==> src/rtl/mult_fu_pipe_pkg.sv <==
// mult_fu_pipe_pkg: shared execute types, multiply op encoding and pipeline stage record
package mult_fu_pipe_pkg;
    localparam int XLEN            = 32;
    localparam int MULT_MAX_STAGES = 8;
    localparam int PREG_W          = 6;
    localparam int ROB_W           = 5;

    typedef enum logic [1:0] {MUL, MULH, MULHSU, MULHU} fu_mult_op_e;

    typedef union packed {
        fu_mult_op_e mult;
        logic [1:0]  raw;
    } fu_func_t;

    typedef struct packed {
        logic              valid;
        logic [XLEN-1:0]   opa;
        logic [XLEN-1:0]   opb;
        fu_func_t          fu_func;
        logic [PREG_W-1:0] phy_dest_reg;
        logic [ROB_W-1:0]  rob_index;
    } execute_packet_t;

    typedef struct packed {
        logic              valid;
        logic [XLEN-1:0]   value;
        logic [PREG_W-1:0] phy_dest_reg;
        logic [ROB_W-1:0]  rob_index;
    } fu_result_t;

    typedef struct packed {
        logic              valid;
        fu_mult_op_e       op;
        logic [2*XLEN-1:0] psum;
        logic [2*XLEN-1:0] opa_ext;
        logic [2*XLEN-1:0] opb_ext;
        logic [PREG_W-1:0] phy_dest_reg;
        logic [ROB_W-1:0]  rob_index;
    } mult_stage_t;

    function automatic logic [2*XLEN-1:0] ext(input logic [XLEN-1:0] v, input logic s);
        return {{XLEN{s & v[XLEN-1]}}, v};
    endfunction
endpackage

==> src/rtl/mult_stage.sv <==
// mult_stage: one pipeline register; adds its multiplier-slice partial product on load
module mult_stage
    import mult_fu_pipe_pkg::*;
#(
    parameter int K = 0,
    parameter int W = 16
) (
    input  logic        clock,
    input  logic        reset,
    input  logic        flush,
    input  logic        en,
    input  mult_stage_t d,
    output mult_stage_t q
);
    logic [2*XLEN-1:0] chunk;

    // Zero-extend this stage's multiplier slice so the partial product stays unsigned
    always_comb begin
        chunk = '0;
        chunk[W-1:0] = d.opb_ext[K*W +: W];
    end

    // Load the incoming op with its partial product accumulated; flush only kills validity
    always_ff @(posedge clock or negedge reset) begin
        if (!reset) begin
            q <= '0;
        end else if (flush) begin
            q.valid <= 1'b0;
        end else if (en) begin
            q      <= d;
            q.psum <= d.psum + ((d.opa_ext * chunk) << (K*W));
        end
    end
endmodule

==> src/rtl/mult_fu_pipe.sv <==
// mult_fu_pipe: pipelined RV32M multiply unit with bubble-collapsing backpressure (optional MULT_STALL_CNT_EN stall counter)
module mult_fu_pipe
    import mult_fu_pipe_pkg::*;
#(
    parameter int STAGES = 4
) (
    input  logic            clock,
    input  logic            reset,
    input  logic            flush,
    input  execute_packet_t in_packet,
    output logic            in_ready,
    output fu_result_t      out_packet,
    input  logic            out_grant
`ifdef MULT_STALL_CNT_EN
    ,
    output logic [31:0]     stall_cycles
`endif
);
    localparam int W = 2*XLEN/STAGES;
    localparam int L = STAGES-1;

    mult_stage_t       d [STAGES];
    mult_stage_t       q [STAGES];
    logic [STAGES-1:0] vld, adv, take;

    // Advance chain runs from the output back so a retiring last stage frees every stage behind it
    always_comb begin
        for (int k = 0; k < STAGES; k++) vld[k] = q[k].valid;
        adv[L] = vld[L] && out_grant;
        for (int k = L-1; k >= 0; k--) adv[k] = vld[k] && (!vld[k+1] || adv[k+1]);
        in_ready = ~&vld;
        take[0] = in_packet.valid && in_ready;
        for (int k = 1; k < STAGES; k++) take[k] = adv[k-1];
    end

    // Stage inputs: stage 0 extends operands per op, later stages take their predecessor
    always_comb begin
        d[0].valid        = take[0];
        d[0].op           = in_packet.fu_func.mult;
        d[0].psum         = '0;
        d[0].opa_ext      = ext(in_packet.opa, in_packet.fu_func.mult != MULHU);
        d[0].opb_ext      = ext(in_packet.opb, in_packet.fu_func.mult inside {MUL, MULH});
        d[0].phy_dest_reg = in_packet.phy_dest_reg;
        d[0].rob_index    = in_packet.rob_index;
        for (int k = 1; k < STAGES; k++) begin
            d[k]       = q[k-1];
            d[k].valid = take[k];
        end
    end

    for (genvar k = 0; k < STAGES; k++) begin : g_stage
        mult_stage #(.K(k), .W(W)) u_stage (
            .clock (clock),
            .reset (reset),
            .flush (flush),
            .en    (take[k] | adv[k]),
            .d     (d[k]),
            .q     (q[k])
        );
    end

    // Result comes straight off the last stage: low half for MUL, high half otherwise
    always_comb begin
        out_packet.valid        = q[L].valid;
        out_packet.value        = q[L].op == MUL ? q[L].psum[XLEN-1:0] : q[L].psum[2*XLEN-1:XLEN];
        out_packet.phy_dest_reg = q[L].phy_dest_reg;
        out_packet.rob_index    = q[L].rob_index;
    end

`ifdef MULT_STALL_CNT_EN
    // Count cycles a finished result waits on the CDB; saturates and survives flush
    always_ff @(posedge clock or negedge reset) begin
        if (!reset) stall_cycles <= '0;
        else if (out_packet.valid && !out_grant && !flush && stall_cycles != '1) stall_cycles <= stall_cycles + 32'd1;
    end
`endif
endmodule

==> config.mk <==
export PLATFORM = sky130hd
export DESIGN_NAME = mult_fu_pipe
export DESIGN_NICKNAME = d
export VERILOG_FILES = /design/src/rtl/mult_fu_pipe_pkg.sv /design/src/rtl/mult_stage.sv /design/src/rtl/mult_fu_pipe.sv
export SDC_FILE = /design/constraint.sdc
export NUM_CORES = 2
export LEC_CHECK = 0
export CAP_MARGIN = 20
export CORE_MARGIN = 2
export CORE_UTILIZATION = 42
export CTS_CLUSTER_SIZE = 30
export DETAILED_ROUTE_END_ITERATION = 6
export GPL_TIMING_DRIVEN = 0
export PLACE_DENSITY = 0.63
export SKIP_CTS_REPAIR_TIMING = 1
export SLEW_MARGIN = 20
export SYNTH_ARGS = -nofsm -noshare
export SYNTH_HDL_FRONTEND = slang
export SYNTH_HIERARCHICAL = 1
export SYNTH_SLANG_ARGS = --single-unit
export TNS_END_PERCENT = 20
==> constraint.sdc <==
create_clock -name clock -period 23.9 [get_ports clock]
set_clock_uncertainty 0.1 [all_clocks]
set_input_delay 7.17 -clock clock [delete_from_list [all_inputs] [get_ports clock]]
set_output_delay 7.17 -clock clock [all_outputs]
set_load 0.1 [all_outputs]
# Yosys cells after proc, flatten, opt, wreduce, memory -nomap -nowiden
# Index checks and enable logic that the tools add are counted.
[word_totals] register_bits=576 latchBits=0 mem_count=0 ram_bits=0 romBits=0
[op_classes] n_mux=9 n_addsub=3 shift=0 n_reduce_logical=24 n_div=0 multipliers=4 magnitude_cmp=0 bitwise_logic=7 n_eq_ne=2
[op_table] cell="$mux 206" count=4
[op_table] cell="$add 64x64->64" count=3
[op_table] cell="$mul 64x16->16" count=1
[op_table] cell="$mul 64x16->32" count=1
[op_table] cell="$mul 33x17->50" count=1
[op_table] cell="$mul 33x17->48" count=1
[op_table] cell="$mux 32" count=1
[op_table] cell="$reduce_bool 2->1" count=5
[op_table] cell="$reduce_and 2->1" count=4
[op_table] cell="$logic_and 1x1->1" count=5
[op_table] cell="$logic_not 1->1" count=4
[op_table] cell="$logic_not 2->1" count=2
[op_table] cell="$mux 1" count=4
[op_table] cell="$or 1x1->1" count=4
[op_table] cell="$reduce_and 4->1" count=1
[op_table] cell="$logic_or 1x1->1" count=3
[op_table] cell="$and 1x1->1" count=2
[op_table] cell="$eq 2x1->1 const B" count=1
[op_table] cell="$ne 2x2->1 const B" count=1
[op_table] cell="$not 1->1" count=1

# Longest topological paths before layout
[logic_depth] depth_word=10 mapped_depth=38 ltp_nobuf=35

# By module
# Netlist, hierarchy kept.
[modules_own_cells] mod="mult_stage at g_stage[0].u_stage" area_per_inst_um2=36727.7 cells_each=4324 seq_area_each_um2=5154.9 instances=1
[modules_own_cells] mod="mult_stage at g_stage[1].u_stage" area_per_inst_um2=29065.4 cells_each=3395 seq_area_each_um2=5154.9 instances=1
[modules_own_cells] mod="mult_stage at g_stage[2].u_stage" area_per_inst_um2=20687.3 cells_each=2416 seq_area_each_um2=5154.9 instances=1
[modules_own_cells] mod="mult_stage at g_stage[3].u_stage" area_per_inst_um2=12236.7 cells_each=1407 seq_area_each_um2=5154.9 instances=1
[modules_own_cells] mod="mult_fu_pipe" area_per_inst_um2=526.8 cells_each=51 seq_area_each_um2=0.0 instances=1

# Worst setup path before layout
# Ideal clock, no wire load.
[synth_path] path_type="input-to-reg" from="in in_packet[76] in the netlist's numbering" to="reg, netlist name g_stage[0].u_stage/q[191]" required_time_ns=23.705 slack_ns=5.265 arrival_time_ns=18.440 path_buffers=3 setup_time_ns=0.095 stages=25 cell_sequence="a21boi_0 -> clkbuf_1 -> clkbuf_1 -> nand2_1 -> fa_1 -> inv_1 -> fa_1 -> inv_1 -> fa_1 -> inv_1 -> fa_1 -> fa_1 -> inv_1 -> fa_1 -> inv_1 -> ha_1 -> clkbuf_1 -> nand4_1 -> nor4_1 -> nand3_1 -> a2111o_1 -> a21oi_1 -> o21a_1 -> nor3_1 -> o31ai_1"
[synth_via] elab_chain_len=2
[synth_lines] item="start, declared" line_no="mult_fu_pipe.sv:10" text="input execute_packet_t in_packet,"
[synth_lines] item="$and 1x1->1" line_no="mult_fu_pipe_pkg.sv:42" text="return {{XLEN{s & v[XLEN-1]}}, v};"
[synth_lines] item="$mul 33x17->50 *" line_no="mult_stage.sv:31" text="q.psum <= d.psum + ((d.opa_ext * chunk) << (K*W));"
# Mark *: on every way between the ends. The rest lies on a longest branch, timed or not.
# A chain may end at the register's enable or synchronous reset.

==> results by group <==
Route
  – Post-DR vias/cell: 5.220
  – Routed len/inst: 22.18 um
  – Starting DRT DRC Count: roughly 5600
  – DR vias: roughly 70000
  – WL met3: 25.19 mm
  – WL met1: about 120 mm
  – WL met2: 134.8 mm
  – Max layer used: met5
  – Final wirelength: about 300 mm
  – DRC: 1
  – Pre-antenna DRT Iters: 7
  – Antenna viol nets, final: 0

GRT
  – Gr usage total: 28.37%
  – Pin count of the biggest net entering global routing: 103
  – Global-route wire length before repair: roughly 450 mm
  – Initial antenna violation count: 16
  – GRT overflow: 0
  – Vias in the first global route: 73790

STA
  – Slew @ Worst Pin: 1.229 ns
  – Fmax: between 60 and 70 MHz
  – Setup violators final: 0
  – Period utilisation layout: about 69%
  – Total Neg Setup Slack: 0 ns
  – Max-slew headroom: approximately 18%
  – Count of final hold-check violations: 0
  – Tmin final: around 17 ns
  – RSZ-0062 raised after global routing: false
  – Slew Limit Fails: 0

Floorplanning
  – Num ports: between 100 and 150
  – Chip height: roughly 460 um
  – Row count: approximately 170
  – Initial Util: between 40% and 50%
  – Die X: between 400 and 500 um
  – Area of the core: a little over 200000 sq um
  – Die footprint: roughly 210000 sq um

Placed design
  – DP HPWL: between 200 and 250 mm
  – Dpl cells: around 13000
  – DP Area: approximately 93000 sq um
  – PortBufs: roughly 110
  – GPL Wtd Cong: just over 1

Cells and area
  – Post-route design area: approximately 95000 sq um
  – Final Non-Filler Cells: ~13000
  – Share of layout cells above drive strength 1: under 10%
  – Post-layout net count: between 10000 and 15000
  – Layout area overhead: 8.454%
  – Biggest register: g_stage.u_stage/q
  – Fill cells: just over 20000
  – Largest registers: g_stage.u_stage/q: 504 flops
  – Largest register FFs: between 500 and 600

Setup path
  – Req. time, crit path: ~24 ns
  – WP buf/inv: 10
  – Worst path max stage delay: 0.97 ns
  – R2r worst-path depth: 34
  – Critical path arrival: 17.10 ns
  – Levels on crit path: 28
  – Cell mode on critical path: fa_1
  – Max stage delay cell, worst path: a21boi_4
  – Startpoint types: input port
  – CP Class: input port to flop
  – Worst setup EP type: flop
  – Family with the most delay on the worst path: buffers and inverters
  – Crit-path max FO: 21

Logic synthesis
  – Total number of yosys warnings: 6
  – Cells after Synth: between 10000 and 15000
  – Post-synthesis average cell area: 8.522 sq um
  – Mapped Area: about 87000 sq um

Run status
  – Status: finished with violations
  – Failing checks: design-rule violations

Clocking
  – CTS Buf Count: 57
  – Skew-Pair Late Insertion Delay: just under 0.7 ns
  – CTS tree: done
  – Root buffer cell: clkbuf_16
  – # H-tree levels: 2
  – Clk sinks: about 500
  – Clock Path Buffers: 3
  – Clock transition at the registers of the reported paths: roughly 0.06 ns

Worst hold path
  – Class of the worst hold path: flop to flop
  – Worst Hold Depth: 2

Flow run
  – Max-capacitance violation count: 0
==> cells in the final DEF (no fill, tap or decap), drive strengths merged, types with 9 or more instances in the layout <==
| master | instances |
|---|---|
| dfrtp | 504 |
| o31ai | 25 |
| fa | 1729 |
| xnor2 | 208 |
| a31oi | 27 |
| clkinv | 17 |
| clkbuf | 608 |
| nand2 | 2751 |
| or2 | 10 |
| nor2 | 109 |
| xor2 | 98 |
| a21boi | 12 |
| o211ai | 16 |
| nor2b | 24 |
| nand4 | 36 |
| clkdlybuf4s50 | 114 |
| nor3 | 49 |
| a21oi | 209 |
| ha | 394 |
| nand3 | 51 |
| or3 | 19 |
| nand2b | 19 |
| and3 | 21 |
| and2 | 675 |
| o21a | 43 |
| o21ai | 243 |
| buf | 29 |
| a211oi | 37 |
| conb | 64 |
| inv | 2097 |
| mux2 | 36 |
| mux2i | 9 |
| a21o | 104 |
| bufinv | 11 |
| o21bai | 33 |
==> final cells by class <==
type,instances,area [sq um],share of cell area (%)
Antenna cell,4,10.01,0.01056
Buffer,551,2150,2.267
Clock buffer,73,1607,1.694
Clock inverter,35,556.8,0.5872
Inverter,2094,7860,8.289
Multi-Input combinational cell,7174,65070,68.63
Sequential cell,504,12610,13.30
Tap cell,2788,3488,3.679
Timing Repair Buffer,128,1468,1.548
==> path summary, 6_finish.rpt <==
| path | startpoint | slack [ns] | end |
|---|---|---|---|
| setup / recovery | in_packet[12] | 7.31 | g_stage[0].u_stage/q[200] |
| setup reg to reg | g_stage[0].u_stage/q[28] | 13.59 | g_stage[1].u_stage/q[201] |
| max in group asynchronous | reset | 15.54 | g_stage[0].u_stage/q[34] |
| hold reg to reg | g_stage[1].u_stage/q[9] | 0.36 | g_stage[2].u_stage/q[9] |
| hold / removal | g_stage[1].u_stage/q[9] | 0.36 | g_stage[2].u_stage/q[9] |
| min in group asynchronous | reset | 6.19 | g_stage[3].u_stage/q[199] |
==> metal layers <==
layer | up-vias | global-route usage, %
li1 | 30650 | -
met4 | 14 | 13.84
met3 | 732 | 5.001
met1 | 35190 | 37.17
met2 | 3104 | 45.47
met5 | - | 0
==> stage by stage <==
step           util [%]  hold WS [ns]  setup WS (ns)
6_report          45.79        0.3646          7.307
3_3_place_gp      44.57        0.3473         -6.723
3_5_place_dp      44.74        0.3495          6.855
4_1_cts           45.79        0.3669          7.538
5_1_grt           45.79        0.3802          6.997
2_1_floorplan         -        0.3348          5.672
==> worst reg2reg max path, delay by kind of cell (launching register included) <==
family	cells	cell delay, ns
xor gates and xnor gates	2	0.72
AOI/OAI and AO/OA	6	1.66
buffers and inverters	8	1.83
and+or+nand+nor	10	1.56
adders and majority gates	8	3.84
DFF	1	0.50
Power is left out: the tool's default activity adds up to more than one toggle a clock period on the data nets, which glitch-free logic cannot reach.
